--- src/rtl/zbuffer_pixel_writer.sv ---
// Depth-tested pixel writer: read-compare-write against a depth BRAM with a 2-cycle read,
// forwarding of recent writes, full-buffer clear, and frame/clear completion pulses.
module zbuffer_pixel_writer #(
    parameter int                     FB_HRES     = 320,
    parameter int                     FB_VRES     = 180,
    parameter int                     Z_WIDTH     = 20,
    parameter int                     COLOR_WIDTH = 16,
    parameter logic [COLOR_WIDTH-1:0] CLEAR_COLOR = '0,
    localparam int                    ADDR_W      = $clog2(FB_HRES * FB_VRES)
) (
    input  logic                   clk_in,
    input  logic                   rst_in,
    input  logic                   valid_in,
    output logic                   ready_out,
    input  logic [ADDR_W-1:0]      addr_in,
    input  logic [Z_WIDTH-1:0]     z_in,
    input  logic [COLOR_WIDTH-1:0] color_in,
    input  logic                   last_pixel_in,
    input  logic                   clear_in,
    output logic [ADDR_W-1:0]      depth_raddr_out,
    input  logic [Z_WIDTH-1:0]     depth_rdata_in,
    output logic                   depth_we_out,
    output logic [ADDR_W-1:0]      depth_waddr_out,
    output logic [Z_WIDTH-1:0]     depth_wdata_out,
    output logic                   fb_we_out,
    output logic [ADDR_W-1:0]      fb_addr_out,
    output logic [COLOR_WIDTH-1:0] fb_data_out,
    output logic                   busy_out,
    output logic                   frame_done_out,
    output logic                   clear_done_out
);
    localparam int                NPIX      = FB_HRES * FB_VRES;
    localparam logic [ADDR_W-1:0] LAST_ADDR = ADDR_W'(NPIX - 1);
    localparam int                HIST      = 3;

    typedef enum logic [1:0] {ST_CLEAR, ST_RUN, ST_DRAIN} state_t;

    state_t            state_q, state_d;
    logic [ADDR_W-1:0] cnt_q, cnt_d;

    logic                   s1_v_q, s2_v_q;
    logic [ADDR_W-1:0]      s1_addr_q, s2_addr_q;
    logic [Z_WIDTH-1:0]     s1_z_q, s2_z_q;
    logic [COLOR_WIDTH-1:0] s1_color_q, s2_color_q;
    logic                   s1_last_q, s2_last_q;

    // Older write history: [0] issued one cycle ago, [1] two cycles ago.
    // The youngest entry is the live write register itself.
    logic                   hv_q [HIST-1];
    logic [ADDR_W-1:0]      ha_q [HIST-1];
    logic [Z_WIDTH-1:0]     hz_q [HIST-1];

    logic                   dwe_q, dwe_d;
    logic [ADDR_W-1:0]      dwaddr_q, dwaddr_d;
    logic [Z_WIDTH-1:0]     dwdata_q, dwdata_d;
    logic                   fbwe_q, fbwe_d;
    logic [ADDR_W-1:0]      fbaddr_q, fbaddr_d;
    logic [COLOR_WIDTH-1:0] fbdata_q, fbdata_d;
    logic                   busy_q, busy_d;
    logic                   fdone_q, fdone_d;
    logic                   cdone_q, cdone_d;

    logic               accept;
    logic [Z_WIDTH-1:0] eff_z;
    logic               win;

    // A clear request blocks the handshake in the same cycle, so clear wins over valid.
    assign ready_out       = (state_q == ST_RUN) && !clear_in && !rst_in;
    assign accept          = valid_in && ready_out;
    assign depth_raddr_out = addr_in;

    always_comb begin
        eff_z = depth_rdata_in;
        for (int i = HIST - 2; i >= 0; i--) begin
            if (hv_q[i] && (ha_q[i] == s2_addr_q)) eff_z = hz_q[i];
        end
        if (dwe_q && (dwaddr_q == s2_addr_q)) eff_z = dwdata_q;
    end

    assign win = s2_z_q < eff_z;

    always_comb begin
        state_d  = state_q;
        cnt_d    = cnt_q;
        dwe_d    = 1'b0;
        dwaddr_d = '0;
        dwdata_d = '0;
        fbwe_d   = 1'b0;
        fbaddr_d = '0;
        fbdata_d = '0;
        cdone_d  = 1'b0;
        fdone_d  = s2_v_q && s2_last_q;
        case (state_q)
            ST_CLEAR: begin
                dwe_d    = 1'b1;
                dwaddr_d = cnt_q;
                dwdata_d = '1;
                fbwe_d   = 1'b1;
                fbaddr_d = cnt_q;
                fbdata_d = CLEAR_COLOR;
                if (cnt_q == LAST_ADDR) begin
                    cdone_d = 1'b1;
                    cnt_d   = '0;
                    state_d = ST_RUN;
                end else begin
                    cnt_d = cnt_q + 1'b1;
                end
            end
            ST_RUN: begin
                if (clear_in) state_d = ST_DRAIN;
            end
            ST_DRAIN: begin
                if (!s1_v_q && !s2_v_q) state_d = ST_CLEAR;
            end
            default: state_d = ST_CLEAR;
        endcase
        if ((state_q != ST_CLEAR) && s2_v_q && win) begin
            dwe_d    = 1'b1;
            dwaddr_d = s2_addr_q;
            dwdata_d = s2_z_q;
            fbwe_d   = 1'b1;
            fbaddr_d = s2_addr_q;
            fbdata_d = s2_color_q;
        end
        busy_d = (state_d != ST_RUN);
    end

    always_ff @(posedge clk_in) begin
        if (rst_in) begin
            state_q    <= ST_CLEAR;
            cnt_q      <= '0;
            s1_v_q     <= 1'b0;
            s2_v_q     <= 1'b0;
            s1_addr_q  <= '0;
            s2_addr_q  <= '0;
            s1_z_q     <= '0;
            s2_z_q     <= '0;
            s1_color_q <= '0;
            s2_color_q <= '0;
            s1_last_q  <= 1'b0;
            s2_last_q  <= 1'b0;
            for (int i = 0; i < HIST - 1; i++) begin
                hv_q[i] <= 1'b0;
                ha_q[i] <= '0;
                hz_q[i] <= '0;
            end
            dwe_q    <= 1'b0;
            dwaddr_q <= '0;
            dwdata_q <= '0;
            fbwe_q   <= 1'b0;
            fbaddr_q <= '0;
            fbdata_q <= '0;
            busy_q   <= 1'b0;
            fdone_q  <= 1'b0;
            cdone_q  <= 1'b0;
        end else begin
            state_q    <= state_d;
            cnt_q      <= cnt_d;
            s1_v_q     <= accept;
            s2_v_q     <= s1_v_q;
            s1_addr_q  <= addr_in;
            s2_addr_q  <= s1_addr_q;
            s1_z_q     <= z_in;
            s2_z_q     <= s1_z_q;
            s1_color_q <= color_in;
            s2_color_q <= s1_color_q;
            s1_last_q  <= last_pixel_in;
            s2_last_q  <= s1_last_q;
            hv_q[0]    <= dwe_q;
            ha_q[0]    <= dwaddr_q;
            hz_q[0]    <= dwdata_q;
            for (int i = 1; i < HIST - 1; i++) begin
                hv_q[i] <= hv_q[i-1];
                ha_q[i] <= ha_q[i-1];
                hz_q[i] <= hz_q[i-1];
            end
            dwe_q    <= dwe_d;
            dwaddr_q <= dwaddr_d;
            dwdata_q <= dwdata_d;
            fbwe_q   <= fbwe_d;
            fbaddr_q <= fbaddr_d;
            fbdata_q <= fbdata_d;
            busy_q   <= busy_d;
            fdone_q  <= fdone_d;
            cdone_q  <= cdone_d;
        end
    end

    assign depth_we_out    = dwe_q;
    assign depth_waddr_out = dwaddr_q;
    assign depth_wdata_out = dwdata_q;
    assign fb_we_out       = fbwe_q;
    assign fb_addr_out     = fbaddr_q;
    assign fb_data_out     = fbdata_q;
    assign busy_out        = busy_q;
    assign frame_done_out  = fdone_q;
    assign clear_done_out  = cdone_q;

endmodule

--- config.mk ---
export PLATFORM = sky130hd
export DESIGN_NAME = zbuffer_pixel_writer
export DESIGN_NICKNAME = d
export VERILOG_FILES = /design/src/rtl/zbuffer_pixel_writer.sv
export SDC_FILE = /design/constraint.sdc
export NUM_CORES = 1
export LEC_CHECK = 0
export BUFFER_PORTS_ARGS = -buffer_cell sky130_fd_sc_hd__buf_2
export CAP_MARGIN = 10
export CORE_UTILIZATION = 45
export DETAILED_ROUTE_END_ITERATION = 10
export PLACE_DENSITY = 0.64
export SYNTH_ARGS = -nofsm -noshare
export SYNTH_HDL_FRONTEND = slang
export SYNTH_SLANG_ARGS = --single-unit
--- constraint.sdc ---
create_clock -name clk_in -period 7.1 [get_ports clk_in]
set_input_delay 0.71 -clock clk_in [delete_from_list [all_inputs] [get_ports clk_in]]
set_output_delay 0.71 -clock clk_in [all_outputs]
set_load 0.01 [all_outputs]
Yosys cells after proc, flatten, opt, wreduce, memory -nomap -nowiden

Memory sizes are Yosys's and may differ from the RTL's.
Index checks and enable logic that the tools add are counted.

Memories: 3
Bits of input ports: 77
Flip-flop bits (word level): 182
Output and inout bits: 90
RAM bits: 74

Mux-type cells: 24
Bitwise logic cells: 8
$lt $le $gt $ge: 1
Reductions and logical operators: 18
Add/subtract/negate cells: 1
Equality and inequality tests: 7

Memory list:

| memory | words | bits a word | read ports | clocked after memory_dff | write ports | line | text |
|---|---|---|---|---|---|---|---|
| hz_q   | 2     | 20          | 2          | 0                        | 2           | 51   | `logic [Z_WIDTH-1:0] hz_q [HIST-1];` |
| ha_q   | 2     | 16          | 2          | 0                        | 2           | 50   | `logic [ADDR_W-1:0] ha_q [HIST-1];` |
| hv_q   | 2     | 1           | 2          | 0                        | 2           | 49   | `logic hv_q [HIST-1];` |

Operator list:

| operator                                               | number |
|---|---|
| 2-to-1 mux 20 bit                                      | 7 |
| 2-to-1 mux 16 bit                                      | 5 |
| == test 16 bit                                         | 3 |
| less-than comparator 20 bit                            | 1 |
| adder 16 x 1 -> 16 bit (second input constant)         | 1 |
| == test 16 bit (second input constant)                 | 1 |
| logical AND 1 bit                                      | 10 |
| 2-to-1 mux 1 bit                                       | 8 |
| 2-to-1 mux 2 bit                                       | 3 |
| OR 1 bit                                               | 6 |
| one-hot mux 2 bit (3 select lines)                     | 1 |
| zero test 1 bit                                        | 4 |
| OR reduction 2 bit                                     | 2 |
| == test 2 x 1 -> 1 bit (second input constant)         | 1 |
| == test 2 bit (second input constant)                  | 1 |
| zero test 2 bit                                        | 1 |
| inequality test 2 x 1 -> 1 bit (second input constant) | 1 |
| NOT 1 bit                                              | 2 |
| nonzero test 2 bit                                     | 1 |

Logic depth before layout (Yosys ltp)

Depth after elaboration: 9
Mapped depth: 19
Mapped depth without buffers: 15

Worst setup path after synthesis

OpenSTA, ideal clock, no wires.

Path kind: reg2reg
Start: register fb_addr_out[3] (netlist name)
End: register fbdata_q[0] (netlist: fb_data_out[0])
Arrival time: 4.250 ns
Setup time: 0.074 ns
Stages on the path, launching flop included: 17
Clock period less this slack: 4.324 ns
Data required time: 7.026 ns
Slack: 2.776 ns
Path through: dfxtp_1 xnor2_1 nand4_1 or4b_1 or4_1 buf_2 clkbuf_1 mux2i_1 ha_1 or4_1 a221oi_1 o41a_1 clkbuf_1 clkbuf_1 clkbuf_1 nand3_1 o21ai_0

RTL lines:

| item                 | line | text |
|---|---|---|
| to (signal assigned) | 182  | `fbdata_q <= fbdata_d;` |
| to (decl)            | 58   | `logic [COLOR_WIDTH-1:0] fbdata_q, fbdata_d;` |

Worst setup path in the final report

Start: register s2_addr_q[15]
End: register fbdata_q[1] (netlist: fb_data_out[1])

Longest elaborated chain between the ends: 9

Ends and longest elaborated chain:

| item                           | line | text |
|---|---|---|
| from (decl)                    | 42   | `logic [ADDR_W-1:0] s1_addr_q, s2_addr_q;` |
| from (signal assigned)         | 162  | `s2_addr_q <= s1_addr_q;` |
| == test 16 bit                 | 75   | `if (hv_q[i] && (ha_q[i] == s2_addr_q)) eff_z = hz_q[i];` |
| logical AND 1 bit              | 75   |  |
| 2-to-1 mux 20 bit (2 in a row) | 75   |  |
| 2-to-1 mux 20 bit *            | 77   | `if (dwe_q && (dwaddr_q == s2_addr_q)) eff_z = dwdata_q;` |
| less-than comparator 20 bit *  | 80   | `assign win = s2_z_q < eff_z;` |
| logical AND 1 bit *            | 117  | `if ((state_q != ST_CLEAR) && s2_v_q && win) begin` |
| NOT 1 bit (no line) *          | --   |  |
| OR reduction 2 bit (no line) * | --   |  |

Mark *: on every way between the ends. The rest lies on a longest branch, timed or not.
A chain may end at the register's enable or synchronous reset.

==> flow_metrics.tcl <==
set metrics [dict create \
    dp_hpwl_microns 15200 \
    synth_compound_area_frac 0.0711 \
    gp_congestion 0.815 \
    drt-pass1-iter-count 5 \
    maxCapViolCount 0 \
    dieHeight_microns 152 \
    status "completed" \
    finalSetupViolCount 0 \
    ir_drop_uv 218 \
    post-place-cells 1390 \
    yosysTopAreaCell "dfxtp_1" \
    ioPinCount 167 \
    avgSynthCellArea_sq_um 9.78 \
    syn_area_sq_mm 0.0101 \
    cp-startpoint "s2_addr_q[15]" \
    clock_sinks 256 \
    synthAdderAreaFrac 0.0248 \
    die_w_microns 152 \
    numCtsBuffers 27 \
    antenna_left 0 \
    rows 54 \
    max_freq_mhz 198 \
    syn-num-nets 1130 \
    antenna_found_initial 0 \
    finClkSkew_ns 0.0149 \
    post_drt_via_cell_ratio 5.05 \
    final_cell_area_sq_mm 0.0117 \
    min_path_type "input pin to flip-flop" \
    finalCritPeriodShare 0.710 \
    seq_area_frac_synth 0.507 \
    dieArea_sq_mm 0.0230 \
    ctsHoldBuffers 0 \
    crit_arrival_ns 5.49 \
    synth_edf_count 0 \
    path_clk_slew_ns 0.06 \
    crit_end "fb_data_out[1]" \
    ys_ff_latch 256 \
    placed_area_sq_mm 0.0109 \
    crit_type "flip-flop to flip-flop" \
    drive_above_1_share 0.203 \
    syn_inst 1033 \
    fillers 2010 \
    tritoncts "yes" \
    r2r-end "fb_data_out[1]" \
    grt.overflow.total 0 \
    final_cells 1440 \
    initial_core_util 0.461 \
    syn_to_final_growth_pct 16.3 \
    cts_setup_buffers 0 \
    start_kind "flip-flop" \
    core_sq_mm 0.0219 \
    ys_top_cells_by_area "dfxtp_1 (51%), nor2b_1 (11%), nand3_1 (5.6%)" \
    cts_resized 0 \
    yosysMostFrequentCell "dfxtp_1" \
    report.power.total_mw 3.12 \
    io_buffers 166 \
    antenna_cells 0 \
    routedWlPerCell_microns 15.5 \
    muxShareOfSynthArea 0.0377 \
    grt_max_degree 104 \
    clkLatencyLatePin_ns 0.53 \
    critPathCaptureType "flip-flop" \
    hold_viol 0 \
    synth_top_area_frac 0.507 \
    slew_viol_final 0 \
    synthSimpleGateAreaFrac 0.255 \
    htree_levels 1 \
    grt_pass1_wl_microns 36200 \
    rsz0062_at_grt "no" \
    route.detailed.drc 0 \
    rr_startpoint "s2_addr_q[15]" \
    worst_pin_slew_ns 1.21 \
    wl_microns 22300 \
    drt_iter0_markers 474 \
    synth-warning-count 0 \
    synth_flop_cell "dfxtp_1" \
    synth_xor_area_frac 0.0538 \
    slew-limit-headroom 0.194 \
    seqCellArea_sq_mm 0.00512 \
    powerDensity_mw_per_mm2 266 \
    p_leak_nw 5.21 \
    multi_input_area_sq_mm 0.00449 \
    grt_pass1_vias 6730 \
    critPathMaxFanout 72 \
    synth_top_family_by_area "simple AND/OR/NAND/NOR gates" \
    fin_nets 1236 \
    yosysUniqueCellTypes 49 \
    globalRouteTotalUtil 0.191 \
    ys_async_sr_fraction 0 \
    finalSetupTns_ns 0 \
    setup_ws_ns 2.06 \
    utilization 0.537 \
    post-route-min-period_ns 5.04 \
    rrSetupSlack_ns 2.06 \
    worst-r2r-cell-count 16 \
    cts_buffer_depth 3 \
    ys_top_cells_by_count "dfxtp_1 (256), nor2b_1 (181), nand3_1 (113), clkbuf_1 (57), nor2_1 (48)" \
    num_vias 7278 \
    crit_required_ns 7.55 \
    post-place-ws_ns 2.16 \
    holdWs_ns 0.391 \
    clockRootBuffer "clkbuf_16" \
]
logic make-up after synthesis:
logic type | Yosys count
buffers and inverters | 98
adders and majority gates | 20
muxes | 38
AOI/OAI and AO/OA | 98
xor gates and xnor gates | 62
and+or+nand+nor | 461
DFF | 256
cell usage in the layout (no fill, tap or decap), types with 9 or more instances in the layout:
master     count
a21oi_1       28
a32oi_1       16
and3_1        18
buf_2        165
clkbuf_1       9
clkbuf_16     27
dfxtp_1      256
ha_1          20
mux2i_1       38
nand2_1       39
nand2b_1      20
nand3_1      112
nand4_1       13
nor2_1        48
nor2b_1      181
o2111ai_1     19
o21ai_0       10
o21ai_2       11
xnor2_1       37
xor2_1        25
per-layer routing:
metal	wire length, microns	GRT usage	vias to the layer above
met1	11900	0.303	3267
met4	600	0.0614	0
met5	0	0	-
met2	8480	0.257	264
met3	1320	0.0305	46
li1	-	-	3701
state kept, by name, summed over array words and instances, names as in the netlist, 2 cells and up:
register,flops
hz_q,40
ha_q,32
depth_wdata_out,20
s1_z_q,20
s2_z_q,20
cnt_q,16
fb_addr_out,16
fb_data_out,16
s1_addr_q,16
s1_color_q,16
s2_addr_q,16
s2_color_q,16
hv_q,2
state_q,2
critical path: stages, from the launching register on:
cell,delay [ns]
dfxtp_1,0.51
xnor2_1,0.19
nor4b_1,0.22
nor4b_1,0.35
nand2_1,0.09
buf_4,0.25
mux2i_1,0.16
a21oi_1,0.21
mux2i_1,0.11
ha_1,0.30
a21o_1,0.20
a21o_1,0.18
a221oi_1,0.35
o41a_2,1.04
buf_4,0.46
nand3_1,0.10
o21ai_0,0.18
cell type report:
class                      count  area share
sequential                   256       0.436
multi-input combinational    679       0.382
timing repair buffer         174      0.0764
clock buffer                  38      0.0627
tap                          280      0.0298
clock inverter                12      0.0127
inverter                       1    0.000320
how the worst min path moves through the flow:
stage / start / endpoint / slack, ns / depth (start not counted)
after floorplan: s1_addr_q[0] / s2_addr_q[0] / 0.41 / 1
after global placement: s1_color_q[9] / s2_color_q[9] / 0.42 / 1
after detailed placement: s1_z_q[18] / s2_z_q[18] / 0.42 / 1
after CTS: color_in[7] / s1_color_q[7] / 0.37 / 2
after global routing: z_in[4] / s1_z_q[4] / 0.37 / 2
final: color_in[7] / s1_color_q[7] / 0.39 / 2
power breakdown:
group | switching [mW] | internal [mW]
clock network | 0.558 | 0.836
logic | 0.120 | 0.0906
registers | 0.0320 | 1.49
No activity file was read; power rests on OpenSTA's default activity.
